--- src/rtl/garage_pkg.sv ---
// garage_pkg: shared ramp FSM states plus status and direction encodings for the garage blocks
package garage_pkg;
   typedef enum logic [1:0] {IDLE, OPEN_IN, OPEN_OUT, CLOSE} state_t;
   localparam logic STATUS_SLOTS = 1'b0;
   localparam logic STATUS_FULL  = 1'b1;
   localparam logic DIR_IN       = 1'b1;
   localparam logic DIR_OUT      = 1'b0;
endpackage

--- src/rtl/garage_occupancy_counter.sv ---
// garage_occupancy_counter: saturating up/down car count with full flag and last-slot warning
// nearly_full is driven only when GARAGE_LAST_SLOT_WARN_EN is defined, otherwise tied low
module garage_occupancy_counter
   import garage_pkg::*;
#(
   parameter int CAPACITY = 8,
   parameter int CNT_W    = 4
) (
   input  logic             clk,
   input  logic             rst,
   input  logic             inc,
   input  logic             dec,
   output logic [CNT_W-1:0] count,
   output logic             status,
   output logic             nearly_full
);
   always_ff @(posedge clk)
      if (rst) count <= '0;
      else if (inc && count != CNT_W'(CAPACITY)) count <= count + CNT_W'(1);
      else if (dec && count != '0) count <= count - CNT_W'(1);
   assign status = (count == CNT_W'(CAPACITY)) ? STATUS_FULL : STATUS_SLOTS;
`ifdef GARAGE_LAST_SLOT_WARN_EN
   assign nearly_full = count == CNT_W'(CAPACITY - 1);
`else
   assign nearly_full = 1'b0;
`endif
endmodule

--- src/rtl/garage_ramp_controller.sv ---
// garage_ramp_controller: round-robin entry/exit arbitration, barrier sequencing and occupancy
// nearly_full is active only with GARAGE_LAST_SLOT_WARN_EN defined
module garage_ramp_controller
   import garage_pkg::*;
#(
   parameter int CAPACITY    = 8,
   parameter int CNT_W       = 4,
   parameter int OPEN_CYCLES = 16
) (
   input  logic             clk,
   input  logic             rst,
   input  logic             entry_req,
   input  logic             exit_req,
   input  logic             car_passed,
   output logic             barrier_open,
   output logic             dir_in,
   output logic [CNT_W-1:0] count,
   output logic             status,
   output logic             nearly_full
);
   localparam int TW = $clog2(OPEN_CYCLES);
   state_t state, nxt;
   logic [TW-1:0] timer;
   logic rr_last, ent_ok, ext_ok, grant_in, timeout, is_open;
   assign ent_ok   = entry_req && status == STATUS_SLOTS;
   assign ext_ok   = exit_req && count != '0;
   assign grant_in = ent_ok && (!ext_ok || rr_last == DIR_OUT);
   assign timeout  = timer == TW'(OPEN_CYCLES - 1);
   assign is_open  = state == OPEN_IN || state == OPEN_OUT;
   always_comb begin
      nxt = state;
      case (state)
         IDLE:              nxt = grant_in ? OPEN_IN : ext_ok ? OPEN_OUT : IDLE;
         OPEN_IN, OPEN_OUT: nxt = (car_passed || timeout) ? CLOSE : state;
         default:           nxt = IDLE;
      endcase
   end
   always_ff @(posedge clk)
      if (rst) begin
         state   <= IDLE;
         timer   <= '0;
         rr_last <= DIR_OUT;
      end else begin
         state   <= nxt;
         timer   <= (is_open && nxt == state) ? timer + TW'(1) : '0;
         rr_last <= (state == IDLE && nxt != IDLE) ? ((nxt == OPEN_IN) ? DIR_IN : DIR_OUT) : rr_last;
      end
   assign barrier_open = is_open;
   assign dir_in       = (state == OPEN_IN) ? DIR_IN : DIR_OUT;
   garage_occupancy_counter #(.CAPACITY(CAPACITY), .CNT_W(CNT_W)) u_cnt (
      .clk         (clk),
      .rst         (rst),
      .inc         (state == OPEN_IN && car_passed),
      .dec         (state == OPEN_OUT && car_passed),
      .count       (count),
      .status      (status),
      .nearly_full (nearly_full)
   );
endmodule

--- config.mk ---
export PLATFORM = sky130hd
export DESIGN_NAME = garage_ramp_controller
export DESIGN_NICKNAME = d
export VERILOG_FILES = /design/src/rtl/garage_pkg.sv /design/src/rtl/garage_occupancy_counter.sv /design/src/rtl/garage_ramp_controller.sv
export SDC_FILE = /design/constraint.sdc
export NUM_CORES = 1
export LEC_CHECK = 0
export ABC_AREA = 1
export BUFFER_PORTS_ARGS = -buffer_cell sky130_fd_sc_hd__buf_2
export CORE_MARGIN = 2
export CORE_UTILIZATION = 53
export CTS_CLUSTER_DIAMETER = 200
export DETAILED_ROUTE_END_ITERATION = 8
export GPL_ROUTABILITY_DRIVEN = 1
export PLACE_DENSITY = 0.79
export RECOVER_POWER = 25
export SYNTH_ARGS = -nofsm -noshare
export SYNTH_HDL_FRONTEND = slang
export SYNTH_SLANG_ARGS = --single-unit
--- constraint.sdc ---
create_clock -name clk -period 2.14 [get_ports clk]
set_input_delay 0.321 -clock clk [delete_from_list [all_inputs] [get_ports clk]]
set_output_delay 0.321 -clock clk [all_outputs]
set_load 0.05 [all_outputs]
### Word-level counts from Yosys, hierarchy flattened

Cells that the tools add are included.

* logic and storage cells: 45
* output and inout bits: 8
* bits in registers: 11
* bits of input ports: 5

* add/subtract/negate cells: 3
* bitwise logic cells: 3
* reduce and logical (&&, ||, !) cells: 19
* equality and inequality tests: 7
* multiplexer cells: 9

Operators with widths (count)
* logical AND 1 bit: 9
* adder 4 x 1 -> 4 bit (second input constant): 2
* equality test 4 bit (second input constant): 2
* 2-to-1 mux 4 bit: 2
* 2-to-1 mux 2 bit: 3
* equality test 2 x 1 -> 1 bit (second input constant): 2
* inequality test 4 bit (second input constant): 1
* case mux 2 bit (2 select lines): 1
* nonzero test 2 bit: 2
* nonzero test 4 bit: 1
* OR reduction 2 bit: 2
* subtractor 4 x 1 -> 4 bit (second input constant): 1
* logical OR 1 bit: 3
* 2-to-1 mux 1 bit: 3
* inverter 1 bit: 3
* equality test 2 bit: 1
* equality test 2 bit (second input constant): 1
* zero test 2 bit: 1
* zero test 1 bit: 1

### Longest topological paths before layout

* depth after elaboration: 11
* mapped depth: 11
* depth with buffers taken out: 11

### Modules after synthesis

From an unflattened synthesis, not the netlist that was laid out.

* cell total of the unflattened synthesis: 106
* area total of the unflattened synthesis: 765.7 um^2

By module, submodules not included
* garage_ramp_controller: area each 455.4 um^2, instances 1, seq. area each 140.1 um^2, cells each 63
* garage_occupancy_counter: area each 310.3 um^2, instances 1, seq. area each 80.1 um^2, cells each 43

### Least setup slack after synthesis

OpenSTA, ideal clock, no wires.

* path kind: reg2reg
* from: register state[1]
* to: register u_cnt.count[3]
* cell stages (with the launch flop): 10
* library setup time: 0.115 ns
* buffers on the path: 0
* data arrival time: 2.086 ns
* required time: 2.025 ns
* setup slack: -0.061 ns
* clock period less this slack: 2.201 ns
* cell sequence: dfxtp_1 > inv_1 > ha_1 > nand3_2 > ha_1 > a21o_2 > a21oi_1 > nand3b_1 > a21oi_1 > nor2_1

* word-level cells in the longest chain between the ends: 4
* elaborated cells between the ends (all ways): 8
* those cells by class: 2 x eq/ne; 1 x mux; 5 x reduce/logical

Ends and longest elaborated chain
* start: declaration: RTL line garage_ramp_controller.sv:22 `state_t state, nxt;`
* start signal: assignment: RTL line garage_ramp_controller.sv:44 `state <= nxt;`
* equality test 2 x 1 -> 1 bit or equality test 2 bit (tied branches): RTL line garage_ramp_controller.sv:53, garage_ramp_controller.sv:54
* logical AND 1 bit (on tied branches): RTL line garage_ramp_controller.sv:53, garage_ramp_controller.sv:54
* logical AND 1 bit (on tied branches): RTL line garage_occupancy_counter.sv:19, garage_occupancy_counter.sv:20
* 2-to-1 mux 4 bit or nonzero test 2 bit (tied branches)
* end signal: assignment: RTL line garage_occupancy_counter.sv:19 `else if (inc && count != CNT_W'(CAPACITY)) count <= count + CNT_W'(1);`
* end signal: assignment: RTL line garage_occupancy_counter.sv:20 `else if (dec && count != '0) count <= count - CNT_W'(1);`
* end: declaration: RTL line garage_occupancy_counter.sv:13 `output logic [CNT_W-1:0] count,`

Parallel ways exist; a longest one is shown, timed or not.
A chain may end at the register's enable or synchronous reset.

### Worst setup path after layout

Same ends and word-level chain as after synthesis.

==> flow_summary.yaml <==
floorplanning:
  rows: 13
  io_pins: 13
  die_w_um: 41.4
  die_area_um2: 1720
  core_um2: 1300
  die_h_um: 41.4
  start_util_pct: 57.1
cells_and_area:
  layout-drive-gt1-share_pct: 32.1
  finish.instance_area_um2: 841
  antenna_cells: 0
  fin_util_pct: 64.6
  fin_nets: 120
  area_delta_synth_final_pct: 13.1
run_status:
  status: "finished clean"
grt:
  grt_start_max_net_pins: 8
  grt_overflow: 0
  antenna_found_initial: 0
  grt_pass1_wl_um: 2200
  grt_pass1_vias: 558
  grt_usage_pct: 16.5
sta:
  fin_tns_setup_ns: 0
  finalSetupViolations: 0
  rsz0062_at_grt: "no"
  setup_ws_ns: 0.226
  worst_slew_pin_slew_ns: 0.599
  period_minus_slack_ns: 1.91
  period_share_pct: 89.4
  relSlewSlack_pct: 60.3
  fin_worst_skew_ns: 0.00403
  hold_viol: 0
  max_freq_mhz: 523
  slew_viol_final: 0
logic_synthesis:
  synth.most_common_cell: "dfxtp_1"
  synth_seq_cells: 11
  syn_area_per_cell_um2: 8.17
  synth-edff-count: 0
  syn_nets: 104
  ys_top_cells_by_area: "dfxtp_1 30%, ha_1 12%, nand2_2 5.9%"
  synth_top_area_share_pct: 29.6
  yosys_most_used_dff: "dfxtp_1"
  yosys.area.top_type: "dfxtp_1"
  synthCells: 91
  ys_warn_count: 0
  async_flop_share_pct: 0
  ys_seq_area_share_pct: 29.6
  syn_area_um2: 743
  synthTopCellsByCount: "11 x dfxtp_1, 9 x inv_1"
  ys_types: 26
route:
  drtIter0Drc: 11
  drc: 0
  ant_nets: 0
  viasPerCell: 4.96
  drt-total-wl_um: 1240
  vias: 600
  dr.pass1.iters: 4
  wl_per_cell_um: 10.2
hold_path:
  min_path_type: "in -> reg"
  whs_path_depth: 2
critical_path:
  worstSetupPathType: "reg -> reg"
  worstPathMaxFanout: 7
  setup.worst_path.end_class: "register"
  cp.arrival_ns: 2.08
  start_kind: "register"
  critPathRequiredTime_ns: 2.31
  r2r_cells: 9
clock_tree:
  clockBufferDepth: 2
  cts_resized: 0
  cts_tree: "yes"
  clock-sinks: 11
  cts_buffers: 3
  htree_levels: 1
  hold_buffers: 0
  clk_pin_slew_ns: 0.07
  insertion_delay_ns: 0.27
  cts_setup_buffers: 0
  cts-root-buf: "clkbuf_4"
job:
  maxCapViolations: 0
power:
  p_leak_nw: 0.383
  vdd_ir_drop_max_uv: 659
  p_per_area_nw_per_um2: 1130
placed_design:
  post-place-ws_ns: 0.239
  dpl.hpwl_um: 1010
  postPlaceCellArea_um2: 820
  place_congestion: 0.782
  port_buffers: 11
[cell type report]
type                       count  area (um^2)
sequential                    11          220
fill                         115          460
timing repair buffer          12         57.6
inverter                      12         47.5
multi-input combinational     67          470
tap                           15         18.8
clock buffer                   4         26.3
[cell families after synthesis]
family	synth area share, %
fa+ha+maj	14.5
buf+inv	7.41
xor+xnor	3.54
simple gates	34.5
other cells	0.505
compound gates	9.93
flops	29.6
[metal layers]
layer	up-vias	global-route usage, %	share of wire (%)
met5	-	0	0
met4	0	7.74	1.9
met3	4	4.35	3.4
met2	8	26.3	45
met1	262	20.5	50
li1	326	-	-
[where the power goes]
group	switching [W]	leakage (nW)	internal [W]
sequential	0.0000405	0.0897	0.000243
clock	0.0000700	0.0150	0.0000722
combinational	0.000360	0.279	0.000160
total	0.000470	0.383	0.000476
[worst max-delay path: stages, from the launching register on]
cell      delay, ns
dfxtp_1        0.35
inv_1          0.12
ha_2           0.20
nand3_2        0.14
ha_1           0.31
a21o_2         0.21
a21oi_1        0.14
nand3b_1       0.12
a21oi_1        0.16
nor2_1         0.05
[flip-flops by register name, summed over array words and instances, names as in the netlist]
| name | count |
|---|---|
| u_cnt.count | 4 |
| state | 2 |
| timer | 4 |
| rr_last | 1 |
[worst paths after layout]
check,from,endpoint,slack (ns)
setup reg to reg,state[1],u_cnt.count[3],0.23
hold reg to reg,rr_last,rr_last,0.46
setup / recovery,state[1],u_cnt.count[3],0.23
hold / removal,rst,state[0],0.25
[layout by cell type, fill, tap and decap left out, drive strengths merged, types with 2 or more instances in the layout]
cell    synthesis  routed
nand3          11      11
a21oi           7       7
dfxtp          11      11
nor3            4       4
clkbuf          0       8
xnor2           2       2
nor2            9       9
nand2          15      15
buf             1       8
o21ai           6       6
ha              7       7
inv            10      10
[per-stage QoR]
stage	instances	hold WS, ns	power (W)
2_1_floorplan	91	0.393	0.000727
3_3_place_gp	117	0.453	0.000809
3_5_place_dp	117	0.455	0.000815
4_1_cts	121	0.243	0.000960
5_1_grt	121	0.253	0.00103
6_report	121	0.251	0.000946
Power figures use the tool's default switching activity.
